`src/rtl/uart_tx_buf.sv`:
```
// Purpose : buffered 8N1 UART transmitter, a byte FIFO feeding a baud-timed
//           serializer; frames go out LSB first and back-to-back while data is queued.
// Latency : a byte accepted into an empty idle buffer starts its start bit one
//           cycle later; each frame lasts 10*DIV cycles.
// Backpressure: tx_ready drops while the FIFO holds FIFO_DEPTH bytes; the producer
//           holds tx_data/tx_valid until accepted. A pop at full does not free a
//           slot for a push in that same cycle.
// Ports:
//   clk, rst_n      clock, synchronous active-low reset
//   tx_data/valid   byte in, valid/ready handshake with tx_ready
//   fifo_level      bytes queued, excluding the byte being shifted
//   tx_busy         frame in progress or bytes queued
//   uart_txd        registered serial line, idle high
module uart_tx_buf #(
  parameter int BAUD_RATE  = 115200,
  parameter int CLK_FREQ   = 50,
  parameter int FIFO_DEPTH = 16
) (
  input  logic                          clk,
  input  logic                          rst_n,
  input  logic [7:0]                    tx_data,
  input  logic                          tx_valid,
  output logic                          tx_ready,
  output logic [$clog2(FIFO_DEPTH):0]   fifo_level,
  output logic                          tx_busy,
  output logic                          uart_txd
);

  localparam int DIV = (CLK_FREQ * 1_000_000) / BAUD_RATE;
  localparam int AW  = $clog2(FIFO_DEPTH);
  localparam int CW  = (DIV > 1) ? $clog2(DIV) : 1;

  localparam logic [CW-1:0] CNT_LAST = CW'(DIV - 1);
  localparam logic [AW:0]   LVL_FULL = (AW+1)'(FIFO_DEPTH);

  typedef enum logic [1:0] {
    S_IDLE,
    S_START,
    S_DATA,
    S_STOP
  } state_t;

  logic [7:0]    mem_q [FIFO_DEPTH];
  logic [AW-1:0] wr_ptr_q, wr_ptr_d;
  logic [AW-1:0] rd_ptr_q, rd_ptr_d;
  logic [AW:0]   level_q, level_d;

  state_t        state_q;
  logic [CW-1:0] baud_cnt_q;
  logic [2:0]    bit_idx_q;
  logic [7:0]    shift_q;
  logic          txd_q;

  logic push;
  logic pop;
  logic bit_end;

  assign bit_end    = (baud_cnt_q == CNT_LAST);
  assign tx_ready   = (level_q != LVL_FULL);
  assign fifo_level = level_q;
  assign tx_busy    = (state_q != S_IDLE) || (level_q != '0);
  assign uart_txd   = txd_q;

  // The serializer takes the head byte either from idle or at the last cycle of
  // a stop bit, which is what lets frames run back-to-back with no idle gap.
  always_comb begin
    push     = tx_valid && tx_ready;
    pop      = (level_q != '0) &&
               ((state_q == S_IDLE) || ((state_q == S_STOP) && bit_end));
    wr_ptr_d = push ? wr_ptr_q + AW'(1) : wr_ptr_q;
    rd_ptr_d = pop  ? rd_ptr_q + AW'(1) : rd_ptr_q;
    level_d  = level_q;
    if (push && !pop) begin
      level_d = level_q + (AW+1)'(1);
    end else if (pop && !push) begin
      level_d = level_q - (AW+1)'(1);
    end
  end

  // Storage carries no reset; the pointers and level define what is valid.
  always_ff @(posedge clk) begin
    if (rst_n && push) begin
      mem_q[wr_ptr_q] <= tx_data;
    end
  end

  always_ff @(posedge clk) begin
    if (!rst_n) begin
      wr_ptr_q <= '0;
      rd_ptr_q <= '0;
      level_q  <= '0;
    end else begin
      wr_ptr_q <= wr_ptr_d;
      rd_ptr_q <= rd_ptr_d;
      level_q  <= level_d;
    end
  end

  always_ff @(posedge clk) begin
    if (!rst_n) begin
      state_q    <= S_IDLE;
      baud_cnt_q <= '0;
      bit_idx_q  <= '0;
      shift_q    <= '0;
      txd_q      <= 1'b1;
    end else begin
      case (state_q)
        S_IDLE: begin
          txd_q <= 1'b1;
          if (pop) begin
            shift_q    <= mem_q[rd_ptr_q];
            baud_cnt_q <= '0;
            txd_q      <= 1'b0;
            state_q    <= S_START;
          end
        end

        S_START: begin
          if (bit_end) begin
            baud_cnt_q <= '0;
            bit_idx_q  <= '0;
            txd_q      <= shift_q[0];
            state_q    <= S_DATA;
          end else begin
            baud_cnt_q <= baud_cnt_q + CW'(1);
          end
        end

        S_DATA: begin
          if (bit_end) begin
            baud_cnt_q <= '0;
            if (bit_idx_q == 3'd7) begin
              txd_q   <= 1'b1;
              state_q <= S_STOP;
            end else begin
              // shift_q[1] becomes the new LSB, so drive it straight away.
              shift_q   <= shift_q >> 1;
              txd_q     <= shift_q[1];
              bit_idx_q <= bit_idx_q + 3'd1;
            end
          end else begin
            baud_cnt_q <= baud_cnt_q + CW'(1);
          end
        end

        S_STOP: begin
          if (bit_end) begin
            baud_cnt_q <= '0;
            if (pop) begin
              shift_q <= mem_q[rd_ptr_q];
              txd_q   <= 1'b0;
              state_q <= S_START;
            end else begin
              state_q <= S_IDLE;
            end
          end else begin
            baud_cnt_q <= baud_cnt_q + CW'(1);
          end
        end

        default: begin
          state_q <= S_IDLE;
          txd_q   <= 1'b1;
        end
      endcase
    end
  end

endmodule

```
`config.mk`:
```
export PLATFORM = sky130hd
export DESIGN_NAME = uart_tx_buf
export DESIGN_NICKNAME = d
export VERILOG_FILES = /design/src/rtl/uart_tx_buf.sv
export SDC_FILE = /design/constraint.sdc
export NUM_CORES = 1
export LEC_CHECK = 0
export CAP_MARGIN = 20
export CORE_ASPECT_RATIO = 1.2
export CORE_UTILIZATION = 55
export DETAILED_ROUTE_END_ITERATION = 8
export HOLD_SLACK_MARGIN = 0.12
export PLACE_DENSITY_LB_ADDON = 0.3
export SLEW_MARGIN = 20
export SYNTH_ARGS = -nofsm -noshare
export SYNTH_HDL_FRONTEND = slang
export SYNTH_SLANG_ARGS = --single-unit
```
`constraint.sdc`:
```
create_clock -name clk -period 2.93 [get_ports clk]
set_input_delay 0.293 -clock clk [delete_from_list [all_inputs] [get_ports clk]]
set_output_delay 0.293 -clock clk [all_outputs]
set_load 0.02 [all_outputs]
```
==> key figures <==
Hold path
  • Worst Hold Class: reg2reg

Yosys
  • Post-synthesis cell count: 474
  • Synthesized cell area: 7137 um^2
  • FFs w/ async S/R, synth: 0%
  • Largest area contributor in the netlist: edfxtp_1
  • Unique cell type count in the Yosys netlist: 54
  • Number of enable flip-flop cells after synthesis: 128
  • Flops & latches, synth: 168
  • Synth Flop Type: edfxtp_1
  • Leading post-synthesis cells by cell area: edfxtp_1 (54%), dfxtp_1 (11%), mux4_1 (4.4%)
  • Yosys warns: 0
  • Cell with the most instances after synthesis: edfxtp_1
  • Post-synthesis sequential area ratio: 65.08%
  • Syn avg cell area: 15.06 um^2
  • Top cells by count, synth: edfxtp_1 (128), nor2_1 (43), dfxtp_1 (40), a21oi_1 (23), ha_1 (18)
  • Top cell type's share of synthesized area: 53.86%
  • Net Count, Synth: 504

Power
  • Pleak: 2.817 nW
  • PnR Total Power: 7.205 mW
  • Power per Cell Area: 874.0 nW/um^2
  • Peak VDD IR: 0.0005471 V

Timing
  • Slew headroom: 48.42%
  • Fin. Hold Viols: 0
  • Worst Tran Pin Value: 0.7738 ns
  • Period utilization: 94.49%
  • Final setup violating endpoints: 0
  • Pins Over Slew Limit: 0
  • Fin Clk Skew: 0.01247 ns
  • Minimum clock period: 2.769 ns
  • F_max: 361.2 MHz

Cells and area
  • Share of layout cells above drive strength 1: 17.05%
  • Final nets: 545
  • Layout Area Growth over Synthesis: 15.52%
  • Finished Cell Area: 8244 um^2
  • Number of diodes: 0
  • Fillcell total: 908

CTS
  • Postcts setup bufs: 0
  • Post-CTS Resized: 0
  • Hold-fix buffers, CTS: 0
  • Clk root buf: clkbuf_16
  • Max Root-Sink Buffers: 2
  • Clock latency at the later pin of the worst-skew pair: 0.43 ns
  • CTS tree: yes
  • H-tree depth: 4
  • # clock sinks: 168
  • TritonCTS Buffers: 17
  • Clk pin slew, worst setup/hold paths: 0.06 ns

GRT
  • Met3 GRT Util: 5.447%
  • GRT overflow: 0
  • GR Layer Usage met1: 27.20%
  • Met2 Resource Use GR: 37.18%
  • Total track usage: 22.34%
  • Initial antenna violation count: 0
  • First-pass GRT wire length: 21720 um
  • Number of global-route vias before repair: 4149
  • Largest net degree at the start of global routing: 34
  • GRT Max-Usage Layer: met2

Route
  • Drt pass-1 iters: 7
  • Via Count: 4174
  • Residual DRC count: 0
  • Via density: 6.032
  • DRT antenna net count: 0
  • DRT Wirelength: 13680 um
  • Drt wl/cell: 19.76 um
  • DRT iter0 DRCs: 198

Setup path
  • Kind of critical path: reg2out
  • Crit path DAT: 2.48 ns
  • Worst path buffer plus inverter count: 4
  • Worst-path cell chain: inv_1 > ha_1 > buf_4 > and3_1 > inv_1 > clkdlybuf4s50_1
  • Crit path launch type: flop
  • Critical Path RT: 2.64 ns
  • Most frequent CP cell: inv_1
  • Crit-path max FO: 8
  • CP peak stage delay: 0.64 ns
  • Delay-heaviest family, CP: buffers and inverters
  • CP Capture Type: output port
  • Slowest stage cell, crit path: clkdlybuf4s50_1

Placed design
  • GP Congestion: 0.8493
  • Dpl hpwl: 8402 um
  • PortBufs: 18
  • Post-DP Area: 7656 um^2

Job
  • Max-Cap Viols: 0

Die
  • Std-Cell Rows: 45
  • Vert. Die Dim: 126.8 um
  • Chip Width: 106.0 um
  • Initial core utilization: 56.34%
  • Number of I/O pins: 19
  • Die area: 13440 um^2
  • CORE AREA: 12670 um^2

Outcome
  • Outcome: finished clean
## metal layers
layer	routed length [um]	share of wire, %	vias up
met5	0	0	-
met4	434	3.2	0
met3	549	4.0	29
met2	7084	52	111
met1	5607	41	2114
li1	-	-	1920
## layout make-up
| cell class | instances | area [um^2] | area share [%] |
|---|---|---|---|
| clock inverters | 13 | 146.4 | 1.776 |
| well taps | 164 | 205.2 | 2.489 |
| flip-flops and latches | 168 | 4644 | 56.34 |
| repair buffers | 47 | 422.9 | 5.130 |
| inverters | 13 | 48.80 | 0.5919 |
| multi-input cells | 268 | 2344 | 28.43 |
| clock buffers | 19 | 432.9 | 5.251 |
## per-stage QoR
stage          setup TNS, ns  hold slack, ns  setup WS (ns)  utilization, %  std cells
2_1_floorplan              0          0.3919        0.03800               -        474
3_3_place_gp               0          0.4402         0.1284           60.43        660
3_5_place_dp               0          0.4461        0.04908           60.43        660
4_1_cts                    0          0.4603        0.01602           65.01        692
5_1_grt             -0.01726          0.4813       -0.01726           65.08        692
6_report                   0          0.4605         0.1615           65.08        692
## registers in the layout (all words and copies together) (netlist names), named ones only
name        cells
state_q         2
mem_q         128
wr_ptr_q        4
fifo_level      5
rd_ptr_q        4
uart_txd        1
bit_idx_q       3
shift_q         8
baud_cnt_q      9
## report_power, final
group	switching [mW]	leakage, nW	internal, mW
registers	0.122	1.48	2.72
logic	1.14	1.06	1.04
clock network	0.918	0.279	1.27
## placed cells by master, fill, tap and decap left out, types with 12 or more instances in the layout
cell type	instances
edfxtp_1	128
clkbuf_16	17
clkdlybuf4s50_1	18
ha_1	18
nor2_1	43
buf_4	27
mux2i_1	14
dfxtp_1	40
mux4_2	14
mux4_1	12
a21oi_1	23
## cells by family (layout without fill, tap and decap cells)
family | after synthesis | after routing | share of synthesized area (%)
compound gates | 80 | 80 | 7.626
xor+xnor | 10 | 10 | 1.227
mux | 51 | 51 | 12.53
fa+ha+maj | 19 | 19 | 3.436
simple gates | 108 | 108 | 7.679
flops | 168 | 168 | 65.08
buf+inv | 38 | 92 | 2.419
## path summary, 6_finish.rpt
kind         slack (ns)             to     startpoint  depth (start not counted)
min reg2reg        0.46     shift_q[2]     shift_q[2]                          1
min                0.46     shift_q[2]     shift_q[2]                          1
max reg2reg        0.19  fifo_level[4]  baud_cnt_q[1]                         14
max                0.16        tx_busy     state_q[0]                          6
No activity file was read; power rests on OpenSTA's default activity.
